$ cat src/rtl/ic_stk_if.sv
// ic_stk_if: strobe/data bundle between the CPU control unit and the
// instruction counter. master = control unit, slave = ic_stk.
interface ic_stk_if #(
  parameter int WIDTH = 16,
  parameter int DEPTH = 4
);
  localparam int LW = $clog2(DEPTH + 1);

  logic             clr;
  logic             ld;
  logic [WIDTH-1:0] w;
  logic             inc;
  logic             inc2;
  logic             push;
  logic             pop;
  logic [WIDTH-1:0] ic;
  logic [LW-1:0]    lvl;
  logic             full;
  logic             empty;
  logic             ovf;
  logic             err;

  modport master (
    output clr, ld, w, inc, inc2, push, pop,
    input  ic, lvl, full, empty, ovf, err
  );

  modport slave (
    input  clr, ld, w, inc, inc2, push, pop,
    output ic, lvl, full, empty, ovf, err
  );
endinterface

$ cat src/rtl/ic_stk.sv
// ic_stk: instruction counter with clear/load/increment and a DEPTH-entry
// return-address stack for interrupt entry/exit.
// Build option: define IC_STACK_EN to implement the shadow stack; without it
// push/pop are ignored and lvl/full/empty/err are tied to their idle values.
module ic_stk #(
  parameter int WIDTH = 16,
  parameter int DEPTH = 4
) (
  input logic     clk_sys,
  input logic     rst_,
  ic_stk_if.slave bus
);
  localparam int LW = $clog2(DEPTH + 1);

  logic [WIDTH-1:0] r_ic;
  logic [WIDTH-1:0] w_ic_nxt;
  logic [WIDTH:0]   w_sum;
  logic [WIDTH-1:0] w_top;
  logic             r_ovf;
  logic             w_inc_win;
  logic             w_pop_take;
  logic             w_pop_block;

  // Step is 1 or 2; the extra top bit captures the wrap carry.
  assign w_sum = {1'b0, r_ic} + {{(WIDTH-1){1'b0}}, bus.inc2, ~bus.inc2};

`ifdef IC_STACK_EN
  localparam int AW = (DEPTH > 1) ? $clog2(DEPTH) : 1;

  logic [WIDTH-1:0] r_stk [DEPTH];
  logic [LW-1:0]    r_lvl;
  logic [LW-1:0]    w_lvl_m1;
  logic [AW-1:0]    w_wr_idx;
  logic [AW-1:0]    w_rd_idx;
  logic             r_err;
  logic             w_both;
  logic             w_full;
  logic             w_empty;
  logic             w_pop_req;
  logic             w_push_ok;
  logic             w_push_err;

  assign w_both     = bus.push & bus.pop;
  assign w_full     = (r_lvl == LW'(DEPTH));
  assign w_empty    = (r_lvl == '0);
  // A pop only counts when clr/ld do not overrule it and no push collides.
  assign w_pop_req  = bus.pop & ~w_both & ~bus.clr & ~bus.ld;
  assign w_pop_take = w_pop_req & ~w_empty;
  assign w_pop_block = w_pop_req & w_empty;
  assign w_push_ok  = bus.push & ~w_both & ~w_full;
  assign w_push_err = bus.push & ~w_both & w_full;
  assign w_lvl_m1   = r_lvl - LW'(1);
  assign w_wr_idx   = r_lvl[AW-1:0];
  assign w_rd_idx   = w_lvl_m1[AW-1:0];
  assign w_top      = r_stk[w_rd_idx];

  // Stack occupancy and the one-cycle error pulse.
  always_ff @(posedge clk_sys or negedge rst_) begin
    if (!rst_) begin
      r_lvl <= '0;
      r_err <= 1'b0;
    end else begin
      if (w_push_ok) begin
        r_lvl <= r_lvl + LW'(1);
      end else if (w_pop_take) begin
        r_lvl <= w_lvl_m1;
      end
      r_err <= w_both | w_push_err | w_pop_block;
    end
  end

  // Stack storage: plain registers, never reset; the pre-edge IC is saved.
  always_ff @(posedge clk_sys) begin
    if (rst_ && w_push_ok) begin
      r_stk[w_wr_idx] <= r_ic;
    end
  end

  assign bus.lvl   = r_lvl;
  assign bus.full  = w_full;
  assign bus.empty = w_empty;
  assign bus.err   = r_err;
`else
  logic w_unused;

  assign w_unused    = ^{bus.push, bus.pop};
  assign w_pop_take  = 1'b0;
  assign w_pop_block = 1'b0;
  assign w_top       = '0;
  assign bus.lvl     = '0;
  assign bus.full    = 1'b0;
  assign bus.empty   = 1'b1;
  assign bus.err     = 1'b0;
`endif

  // IC source select: clr > ld > pop > inc > hold; an empty-stack pop holds.
  always_comb begin
    w_ic_nxt  = r_ic;
    w_inc_win = 1'b0;
    if (bus.clr) begin
      w_ic_nxt = '0;
    end else if (bus.ld) begin
      w_ic_nxt = bus.w;
    end else if (w_pop_take) begin
      w_ic_nxt = w_top;
    end else if (w_pop_block) begin
      w_ic_nxt = r_ic;
    end else if (bus.inc) begin
      w_ic_nxt  = w_sum[WIDTH-1:0];
      w_inc_win = 1'b1;
    end
  end

  // Counter register and wrap pulse.
  always_ff @(posedge clk_sys or negedge rst_) begin
    if (!rst_) begin
      r_ic  <= '0;
      r_ovf <= 1'b0;
    end else begin
      r_ic  <= w_ic_nxt;
      r_ovf <= w_inc_win & w_sum[WIDTH];
    end
  end

  assign bus.ic  = r_ic;
  assign bus.ovf = r_ovf;
endmodule
$ cat src/flat_wrapper.sv
// flat-port wrapper written by rule: the top's interface ports become plain ports
module ic_stk_flat 
#(
  parameter int WIDTH = 16,
  parameter int DEPTH = 4
)
  (clk_sys, rst_, bus_clr, bus_ld, bus_w, bus_inc, bus_inc2, bus_push, bus_pop, bus_ic, bus_lvl, bus_full, bus_empty, bus_ovf, bus_err);
  ic_stk_if #(.WIDTH(WIDTH), .DEPTH(DEPTH)) bus_i ();
  input logic clk_sys;
  input logic rst_;
  input wire logic [$bits(bus_i.clr)-1:0] bus_clr;
  input wire logic [$bits(bus_i.ld)-1:0] bus_ld;
  input wire logic [$bits(bus_i.w)-1:0] bus_w;
  input wire logic [$bits(bus_i.inc)-1:0] bus_inc;
  input wire logic [$bits(bus_i.inc2)-1:0] bus_inc2;
  input wire logic [$bits(bus_i.push)-1:0] bus_push;
  input wire logic [$bits(bus_i.pop)-1:0] bus_pop;
  output wire logic [$bits(bus_i.ic)-1:0] bus_ic;
  output wire logic [$bits(bus_i.lvl)-1:0] bus_lvl;
  output wire logic [$bits(bus_i.full)-1:0] bus_full;
  output wire logic [$bits(bus_i.empty)-1:0] bus_empty;
  output wire logic [$bits(bus_i.ovf)-1:0] bus_ovf;
  output wire logic [$bits(bus_i.err)-1:0] bus_err;
  assign bus_i.clr = bus_clr;
  assign bus_i.ld = bus_ld;
  assign bus_i.w = bus_w;
  assign bus_i.inc = bus_inc;
  assign bus_i.inc2 = bus_inc2;
  assign bus_i.push = bus_push;
  assign bus_i.pop = bus_pop;
  assign bus_ic = bus_i.ic;
  assign bus_lvl = bus_i.lvl;
  assign bus_full = bus_i.full;
  assign bus_empty = bus_i.empty;
  assign bus_ovf = bus_i.ovf;
  assign bus_err = bus_i.err;
  ic_stk #(.WIDTH(WIDTH), .DEPTH(DEPTH)) u_core (.clk_sys(clk_sys), .rst_(rst_), .bus(bus_i));
endmodule
$ cat config.mk
export PLATFORM = sky130hd
export DESIGN_NAME = ic_stk_flat
export DESIGN_NICKNAME = d
export VERILOG_FILES = /design/src/rtl/ic_stk_if.sv /design/src/rtl/ic_stk.sv /design/src/flat_wrapper.sv
export SDC_FILE = /design/constraint.sdc
export NUM_CORES = 1
export LEC_CHECK = 0
export ABC_CLOCK_PERIOD_IN_PS = 4300
export CORE_MARGIN = 4
export CORE_UTILIZATION = 45
export DETAILED_ROUTE_END_ITERATION = 10
export GPL_TIMING_DRIVEN = 0
export MAX_ROUTING_LAYER = met4
export PLACE_DENSITY = 0.85
export SLEW_MARGIN = 5
export SYNTH_ARGS = -nofsm -noshare
export SYNTH_HDL_FRONTEND = slang
export SYNTH_SLANG_ARGS = --single-unit
$ cat constraint.sdc
create_clock -name clk_sys -period 4.3 [get_ports clk_sys]
set_input_delay 1.29 -clock clk_sys [delete_from_list [all_inputs] [get_ports clk_sys]]
set_output_delay 1.29 -clock clk_sys [all_outputs]
set_load 0.05 [all_outputs]
Word-level counts from Yosys, hierarchy flattened
Index checks and enable logic that the tools add are counted.
{ "op_classes": {"addsub": 1, "reduce_logical": 1, "bitwise": 2, "mux": 6} }
{ "op_table": {"columns": ["op", "n"], "rows": [
  ["16-bit 2-to-1 mux", 3],
  ["16-bit by 2-bit adder with 17-bit output", 1],
  ["1-bit 2-to-1 mux", 3],
  ["3-bit nonzero test", 1],
  ["1-bit bitwise AND", 1],
  ["1-bit NOT", 1]
]} }
{ "totals": {"elab_cells": 12, "register_bits": 17, "input_bits": 24} }

Depth between registers and ports, before layout
Gate-level depths: netlist of run 1.
{ "depth": {"ltp_word": 5, "ltp_mapped": 8} }

Worst setup path before layout of run 1
No wires, ideal clock.
{ "synth_timing": {"path_type": "input port to flip-flop", "start": "in bus_inc2", "end": "reg u_core.r_ic[14] (netlist: u_core.bus.ic[14])", "slack_ns": 0.924, "required_time_ns": 4.201, "path_buffers": 0, "arrival_ns": 3.276, "path_stages": 8, "setup_time_ns": 0.099, "cell_sequence": "inv_1 ha_1 inv_1 fa_1 nand4b_4 or4_4 or3_1 a311oi_1"} }
{ "synth_via": {"elab_chain_len": 5} }
{ "synth_lines": {"columns": ["element", "line_no", "text"], "rows": [
  ["start: declaration", "flat_wrapper.sv:15", "input wire logic [$bits(bus_i.inc2)-1:0] bus_inc2;"],
  ["1-bit NOT", "ic_stk.sv:25", "assign w_sum = {1'b0, r_ic} + {{(WIDTH-1){1'b0}}, bus.inc2, ~bus.inc2};"],
  ["16-bit by 2-bit adder with 17-bit output (*)", "ic_stk.sv:25", null],
  ["16-bit 2-to-1 mux (*)", "ic_stk.sv:108", "end else if (bus.inc) begin"],
  ["16-bit 2-to-1 mux (*)", "ic_stk.sv:102", "end else if (bus.ld) begin"],
  ["16-bit 2-to-1 mux (*)", "ic_stk.sv:100", "if (bus.clr) begin"],
  ["end signal: assignment", "ic_stk.sv:120", "r_ic <= w_ic_nxt;"],
  ["end: declaration", "ic_stk.sv:15", "logic [WIDTH-1:0] r_ic;"]
]} }
Every way passes the cells marked *; elsewhere a longest branch is shown, timed or not. The select of a mux whose other input is x is not followed.
A chain may end at the register's enable or synchronous reset.

Worst setup path in the final report of run 1
Same ends and word-level chain as after synthesis.

==> results_dict.tcl, run 1 <==
set metrics [dict create \
    r2r_end "u_core.bus.ic[14]" \
    hold_ws_ns 0.5840 \
    start_kind "input pin" \
    tightestPinTransition_ns 0.7721 \
    arrival_ns 3.86 \
    clock_skew_ns 0.0009139 \
    first_global_vias 972 \
    drive_above_1_share_pct 8.537 \
    crit_chain "clkdlybuf4s50_1 > inv_1 > ha_1 > inv_1 > fa_1 > nand4b_4 > or4_4 > or3_1 > a311oi_1" \
    hold_buffers 0 \
    syn_inst 120 \
    hold_viol_final 0 \
    critPathMaxStageDelay_ns 0.57 \
    post_cts_resized 0 \
    synthAdderAreaFrac_pct 4.128 \
    min-delay-start "u_core.bus.ic[15]" \
    path_max_fanout 6 \
    synth_top_family_by_area "simple AND/OR/NAND/NOR gates" \
    crit_family "simple AND/OR/NAND/NOR gates" \
    hold_path.class "register to register" \
    dr_wl_met2_mm 1.328 \
    io_pins 47 \
    drt_wl_total_mm 2.585 \
    cp_num_buf_inv 3 \
    grt_pass1_wl_mm 4.347 \
    die_w_um 57.24 \
    ant_nets 0 \
    netlist_area_sq_um 1091 \
    critPathCaptureType "register" \
    drt-vias-per-instance 5.396 \
    critical_path_class "input pin to register" \
    synth_mux_area_share_pct 0.9174 \
    hold_end "u_core.bus.ovf" \
    overflow 0 \
    cts.clk_slew.worst_paths_ns 0.09 \
    hold_depth 2 \
    rows 17 \
    hpwl_mm 2.033 \
    track_usage_pct 17.23 \
    fin_crit_sh_pct 85.10 \
    cts_buffer_depth 2 \
    fin_nets 192 \
    drtIter0Drc 22 \
    status "completed" \
    cts_root_buf "clkbuf_4" \
    cts-htree-levels 1 \
    cts_sinks 17 \
    cp-startpoint "bus_inc2" \
    ys_ff_latch 17 \
    async_reset_ff_share_pct 100.0 \
    synthXorXnorAreaFrac_pct 7.225 \
    slew_violations 0 \
    dp_cells 188 \
    place_congestion 0.8021 \
    synth_edf_count 0 \
    yosys.area_share.simple_pct 25.69 \
    yosysWarningCount 0 \
    wl_per_cell_um 13.46 \
    drc 0 \
    highest_layer "met4" \
    r2r_start "u_core.bus.ic[0]" \
    rsz0062_at_grt "false" \
    rrSetupSlack_ns 1.80 \
    tns_ns 0 \
    relSlewSlack_pct 48.37 \
    max-cap-violations 0 \
    postCtsSetupRepairBufs 0 \
    antenna_found_initial 0 \
    die_y_um 57.24 \
    setup_viol 0 \
    seqCellArea_sq_um 425.4 \
    synth_ff_type "dfrtp_1" \
    layout_min_cycle_time_ns 3.659 \
    fillCellCount 195 \
    reg2reg_depth 7 \
    yosysUniqueCellTypes 33 \
    ys_seq_area_share_pct 38.99 \
    power_leakage_nw 0.6034 \
    max_freq_mhz 273.3 \
    synth-compound-area-share_pct 13.76 \
    grt_max_degree 18 \
    cts-buffers-inserted 3 \
    antenna_cells 0 \
    tritoncts "done" \
    dr.pass1.iters 4 \
    ir_worst_vdd_uv 189.6 \
    wl_met3_um 183 \
    multiInputGateArea_sq_um 586.8 \
    syn_to_final_growth_pct 40.02 \
    final_cells 192 \
    vias 1036 \
    crit_top_cell "inv_1" \
    clk_latency_ns 0.29 \
    syn_area_per_cell_sq_um 9.092 \
    die_area_sq_um 3276 \
    powerDensity_nw_per_um2 266.9 \
    port_buffers 36 \
    initial_utilization_pct 48.39 \
    met1_length_mm 1.014 \
    fp.coreArea_sq_um 2255 \
    cp_slowest_cell "or4_4" \
    critPathRequiredTime_ns 4.50 \
]
registers in the layout, summed over array words and instances, names as in the netlist:
register,cells
u_core.bus.ovf,1
u_core.bus.ic,16
layout by cell type (no fill, tap or decap), types with 2 or more instances in the layout:
master,netlist,layout
a21oi_1,3,3
a311oi_1,3,3
dfrtp_1,17,17
xnor2_1,7,7
nor4_1,3,3
conb_1,2,6
nand3_1,4,4
a211oi_1,10,10
clkbuf_4,0,3
nand4_1,2,2
inv_1,6,6
or3_1,3,3
clkbuf_1,4,5
nor3_1,4,4
buf_4,7,7
nor2_1,19,19
o21ai_0,3,3
xor2_1,2,2
clkdlybuf4s50_1,0,36
nand2_1,5,5
ha_1,2,2
per-layer routing:
layer | GRT usage (%) | up-vias
met2 | 28.38 | 44
li1 | - | 508
met4 | 6.954 | 0
met1 | 20.87 | 477
met3 | 2.941 | 7
met5 | - | -
logic make-up after synthesis:
logic type                 after synthesis
and+or+nand+nor                         49
AOI/OAI and AO/OA                       21
other                                    2
DFF                                     17
xor gates and xnor gates                 9
buffers and inverters                   18
muxes                                    1
adders and majority gates                3
worst reg2reg max path: stages (launching register included):
cell and delay, ns:
dfrtp_1 0.38, ha_1 0.17, inv_1 0.06, fa_1 0.39
nand4b_4 0.22, or4_4 0.57, or3_1 0.36, a311oi_1 0.26
cell type report:
| class | instances | share of cell area (%) |
|---|---|---|
| inverters | 7 | 1.720 |
| repair buffers | 36 | 23.59 |
| clock buffers | 4 | 1.720 |
| well taps | 28 | 2.293 |
| flip-flops and latches | 17 | 27.85 |
| multi-input cells | 89 | 38.41 |
| plain buffers | 11 | 4.423 |
worst max-delay path by stage:
stage	end	slack, ns	cells after the start
global placement	u_core.bus.ic[14]	0.40	9
finish	u_core.bus.ic[14]	0.64	9
CTS	u_core.bus.ic[14]	0.65	9
floorplan	u_core.bus.ic[14]	0.92	8
detailed placement	u_core.bus.ic[14]	0.35	9
global route	u_core.bus.ic[14]	0.48	9
Yosys cell counts, drive strengths merged (2+ instances only):
cell    count  area (sq um)
a211oi     10         75.07
nand3       5         37.54
nor2       19         71.32
xor2        2         17.52
a21oi       3         15.01
o21ai       3         15.01
or3         4         26.28
nor4        3         18.77
ha          2         25.02
a311oi      3         26.28
clkbuf      4         15.01
dfrtp      17         425.4
nand4       2         12.51
nor3        4         20.02
nand2       5         18.77
inv         6         22.52
buf         7         52.55
xnor2       7         61.31
conb        2         7.510
nand4b      2         32.53
metrics by stage:
step | utilization (%) | instance area, sq um | setup slack [ns] | total power [W]
floorplan | - | 1106 | 0.9244 | 0.0002733
global placement | 66.59 | 1501 | 0.3957 | 0.0003233
detailed placement | 66.59 | 1501 | 0.3540 | 0.0003260
CTS | 67.76 | 1528 | 0.6463 | 0.0004122
global route | 67.76 | 1528 | 0.4824 | 0.0004334
finish | 67.76 | 1528 | 0.6407 | 0.0004077
where the power goes:
group / switching, W / internal [W] / leakage, nW / total (W)
registers: 0.0000155 / 0.000170 / 0.222 / 0.000186
logic: 0.0000835 / 0.0000540 / 0.366 / 0.000138
clock network: 0.0000483 / 0.0000361 / 0.0150 / 0.0000844
Note: power is estimated with default switching activity, not from simulation.
==> run 2: changes to the inputs <==
--- a/config.mk
+++ b/config.mk
@@ -9,6 +9,7 @@
 export CORE_MARGIN = 4
 export CORE_UTILIZATION = 45
 export DETAILED_ROUTE_END_ITERATION = 10
+export GPL_ROUTABILITY_DRIVEN = 0
 export GPL_TIMING_DRIVEN = 0
 export MAX_ROUTING_LAYER = met4
 export PLACE_DENSITY = 0.85
==> results of run 2 <==
Final layout, timing and power as in run 1 (identical DEF).
==> edit 1, RTL diff (flow settings as in run 1) <==
Add a define of `IC_STACK_EN`.
--- a/src/rtl/ic_stk.sv
+++ b/src/rtl/ic_stk.sv
@@ -3,4 +3,6 @@
 // Build option: define IC_STACK_EN to implement the shadow stack; without it
 // push/pop are ignored and lvl/full/empty/err are tied to their idle values.
+`define IC_STACK_EN
+
 module ic_stk #(
   parameter int WIDTH = 16,
Check against the original RTL: not equivalent (a bounded check fails within 4 cycles, from zero or initial values and one cycle with rst_ low).
==> edit 1 against run 1 <==
Sequential cell count up 68; first-iteration DRC count increased to 9.5 times the old value; final area rose to 3.1 times the old value; clock power rose to 5.6 times the old value; synthesized area rose to 3.7 times the old value; clock skew rose by 0.0069 ns; largest power group unchanged; total power grew to 5.8 times the old value; sequential share of layout area rose by 24 points; setup slack worse by 0.27 ns; wire length rose to 3.6 times the old value.
==> edit 1: results (changes against run 1) <==
Outcome
  – Result of the run: finished clean

Worst setup path
  – Endpoint of the most critical register-to-register path: u_core.r_stk[3][8]
  – R2R depth: 9 (+2)
  – Slowest CP cell: clkdlybuf4s50_1
  – Setup slack, reg-to-reg: 0.97 ns (-0.83 ns)
  – Largest incremental delay on the critical path: 0.70 ns (+0.13 ns)
  – Worst Setup EP: bus_full
  – Worst-path maximum fanout: 10 (+4)
  – Largest delay share family, worst path: buffers and inverters

Hold path
  – Worst Hold Path EP: u_core.bus.lvl[2]
  – Hold Path Depth: 1 (-1)
  – Hold wc startpoint: u_core.bus.lvl[2]

Yosys
  – Leading post-synthesis cells by cell area: edfxtp_1 (48%), dfrtp_1 (13%), mux4_2 (9.0%), ha_1 (2.2%), nand2_1 (1.9%)
  – Top post-synthesis cells by count: edfxtp_1 (64), dfrtp_1 (21), nand2_1 (20)
  – Unique cell type count in the Yosys netlist: 62 (+88%)
  – Post-synthesis sequential area ratio: 0.610 (+0.220)

Place
  – Placed Area: 4600 µm² (+210%)
  – Number of buffer cells added on primary ports: 45 (+25%)
  – Routability Congestion: 0.949 (+18%)

Clock network
  – Post-CTS clock slew at the launch and capture registers of the worst setup and hold paths: 0.07 ns (-0.02 ns)
  – Max H-tree Level: 3 (+2)
  – Number of clock buffers inserted by TritonCTS: 9 (+6)
  – Later-pin clock latency in the skew report: 0.36 ns (+0.07 ns)

Global route
  – Met3 usage in global routing: 0.0348 (+0.00540)
  – Met1 GRT Util: 0.263 (+0.0545)
  – Vias in the first global route: 2837 (+190%)
  – Routing usage on met2: 0.300 (+0.0161)
  – Global-route usage over all layers: 0.196 (+0.0241)
  – Maximum number of pins on one net before global-route repair: 26 (+8)

Route
  – Met2 routed wirelength: 4570 µm (+240%)
  – Met3 wire len: 493 µm (+170%)

STA
  – Post-route clock skew: 0.00786 ns (+0.00694 ns)

Pwr
  – Share of power burned in the clock network: 0.199 (-0.008)
  – Static leakage: 1.70 nW (+180%)
  – Power consumed by the clock network: 0.000474 W (+460%)

Final layout
  – Total of fill cells in the finished design: 711 (+260%)
  – Post-layout nets: 376 (+96%)
[edit 1: final cells by class]
| class | instances | area share |
|---|---|---|
| buffer | 16 | 0.0176 |
| clock inverter | 5 | 0.00578 |
| inverter | 10 | 0.00788 |
| timing repair buffer | 45 | 0.0951 |
| clock buffer | 11 | 0.0276 |
| multi-input combinational | 177 | 0.304 |
| sequential | 85 | 0.514 |
| tap | 108 | 0.0284 |
[edit 1: per-stage QoR]
step / worst slack (ns) / hold slack [ns] / instances / util
after CTS: 0.0580 / 0.523 / 457 / 0.546
after global placement: 0.476 / 0.501 / 441 / 0.527
after global routing: 0.200 / 0.532 / 457 / 0.546
after detailed placement: 0.403 / 0.512 / 441 / 0.527
after floorplan: 1.03 / 0.792 / 288 / -
final: 0.366 / 0.519 / 457 / 0.546
[edit 1: logic make-up after synthesis]
kind of cell / synth area share
buffers and inverters: 0.0302
muxes: 0.0923
adders and majority gates: 0.0268
and+or+nand+nor: 0.121
DFF: 0.610
AOI/OAI and AO/OA: 0.109
xor gates and xnor gates: 0.0109
==> edit 2, RTL diff (flow settings as in run 1) <==
Without the edit above. Take the reset off `r_ic` and load it in a clocked block of its own.
--- a/src/rtl/ic_stk.sv
+++ b/src/rtl/ic_stk.sv
@@ -115,10 +115,12 @@
   always_ff @(posedge clk_sys or negedge rst_) begin
     if (!rst_) begin
-      r_ic  <= '0;
       r_ovf <= 1'b0;
     end else begin
-      r_ic  <= w_ic_nxt;
       r_ovf <= w_inc_win & w_sum[WIDTH];
     end
+  end
+
+  always_ff @(posedge clk_sys) begin
+    r_ic <= w_ic_nxt;
   end
 
Behaviour: not the same (Yosys sat finds a counterexample within 4 cycles, from zero or initial values and one cycle with rst_ low).
==> edit 2 against run 1 <==
Wire length increased by 10%; setup slack gained 0.24 ns; total power decreased by 0.89%; synthesized cell count is 3.3% higher; synthesized area decreased by 3.8%; critical endpoint is now u_core.bus.ic[14]; sequential cell count is the same; largest power group unchanged; worst hold slack worse by 0.0091 ns; clock skew rose by 0.0039 ns; final area is 2.7% lower.
==> edit 2: results (changes against run 1) <==
Outcome
  – Result of the run: finished clean

Yosys
  – Complex-gate fraction of the synthesized area: 0.167 (+0.0293)
  – Xor/xnor cell area share of the yosys netlist: 0.0501 (-0.0222)
  – Post-synthesis sequential area ratio: 0.329 (-0.0609)
  – Yosys warning total: 0 (unchanged)
  – Multiplexer share of the synthesized area: 0.00954 (+0.000361)
  – Async set or reset register ratio after synthesis: 0.0588 (-0.941)
  – Leading post-synthesis cells by cell area: dfxtp_1 (31%), nor2_1 (6.8%), a211oi_1 (5.0%), buf_4 (4.3%), a311oi_1 (3.3%)
  – Post-synthesis adder-cell area fraction: 0.0429 (+0.00162)
  – Top post-synthesis cells by count: nor2_1 (19), dfxtp_1 (16), a211oi_1 (7), inv_1 (7), buf_4 (6)
  – Unique cell type count in the Yosys netlist: 39 (+18%)
  – Mean instance size in the synthesized netlist: 8.47 µm² (-6.9%)

Clock network
  – Post-CTS clock slew at the launch and capture registers of the worst setup and hold paths: 0.10 ns
  – Hold buffer count at CTS: 0 (unchanged)
  – Later-pin clock latency in the skew report: 0.29 ns (about the same)

STA
  – Post-route clock skew: 0.00486 ns (+0.00394 ns)
  – Min Hold Slack: 0.575 ns (-0.00913 ns)
  – Final setup slack of the worst path: 0.886 ns (+0.245 ns)
  – Slew at the pin closest to its max-slew limit: 0.517 ns (-0.255 ns)

Worst setup path
  – Worst-path maximum fanout: 4 (-2)
  – Startpoint of the worst register-to-register path: u_core.bus.ic[0]
  – Endpoint of the most critical register-to-register path: u_core.bus.ic[14]
  – Slowest CP cell: clkdlybuf4s50_1
  – Worst Setup EP: u_core.bus.ic[14]
  – Setup slack, reg-to-reg: 2.07 ns (+0.27 ns)
  – Worst EP arrival: 3.59 ns (-0.27 ns)
  – Largest incremental delay on the critical path: 0.43 ns (-0.14 ns)

Pwr
  – Max IR drop VDD: 0.000186 V (-1.9%)
  – Static leakage: 0.576 nW (-4.6%)
  – Areal power density over the cells: 272 nW/µm² (+1.9%)
  – Psw: 0.000147 W (-0.42%)

Global route
  – Global-route wire length before repair: 4770 µm (+9.7%)
  – Global-route usage over all layers: 0.194 (+0.0216)
  – Maximum number of pins on one net before global-route repair: 11 (-7)
  – Vias in the first global route: 1044 (+7.4%)

Place
  – Worst setup slack before clock tree synthesis: 0.581 ns (+0.227 ns)
  – Routability Congestion: 0.821 (+2.4%)
  – HPWL after detailed placement: 2190 µm (+7.7%)
  – Placed Instances: 192 (+2.1%)

Final layout
  – Flip-flop count of the largest register after layout: 16 (unchanged)
  – Total of fill cells in the finished design: 201 (+3.1%)
  – Non-filler instance count after layout: 196 (+2.1%)
  – Fraction of final layout cells sized beyond drive strength 1: 0.101 (+0.0158)

Route
  – Routed wire length: 2850 µm (+10%)
  – Count of routing violations after the opening detailed-route iteration: 42 (+91%)
  – First-pass detailed-route iteration total: 4 (unchanged)
  – Via/cell ratio: 5.46 (+1.3%)

Hold path
  – Worst Hold Path EP: u_core.bus.ic[13]
  – Hold Path Depth: 2 (unchanged)
  – Hold wc startpoint: u_core.bus.ic[13]
  – Kind of path behind the tightest hold check: flip-flop to flip-flop
[edit 2: cell type report]
class                   count  share of cell area
plain buffers              12              0.0513
clock buffers               4              0.0177
inverters                   7              0.0177
multi-input cells          92               0.415
flip-flops and latches     17               0.232
well taps                  28              0.0236
repair buffers             36               0.242
[edit 2: routing by layer]
metal	vias up	GRT usage	share of wire
li1	524	-	-
met1	505	0.223	0.42
met5	-	-	0
met4	0	0.0407	0.0081
met3	4	0.0391	0.055
met2	38	0.347	0.51
[edit 2: power groups by stage]
stage | combinational, W | clock, W | sequential (W)
2_1_floorplan | 0.0000494 | 0 | 0.000220
3_3_place_gp | 0.000129 | 0 | 0.000186
3_5_place_dp | 0.000133 | 0 | 0.000186
4_1_cts | 0.000133 | 0.0000851 | 0.000183
5_1_grt | 0.000142 | 0.0000911 | 0.000185
6_report | 0.000133 | 0.0000876 | 0.000183
[edit 2: tightest hold or removal path: stages (launching register included)]
cell	delay [ns]
dfxtp_1	0.36
o21ai_0	0.09
a311oi_1	0.08
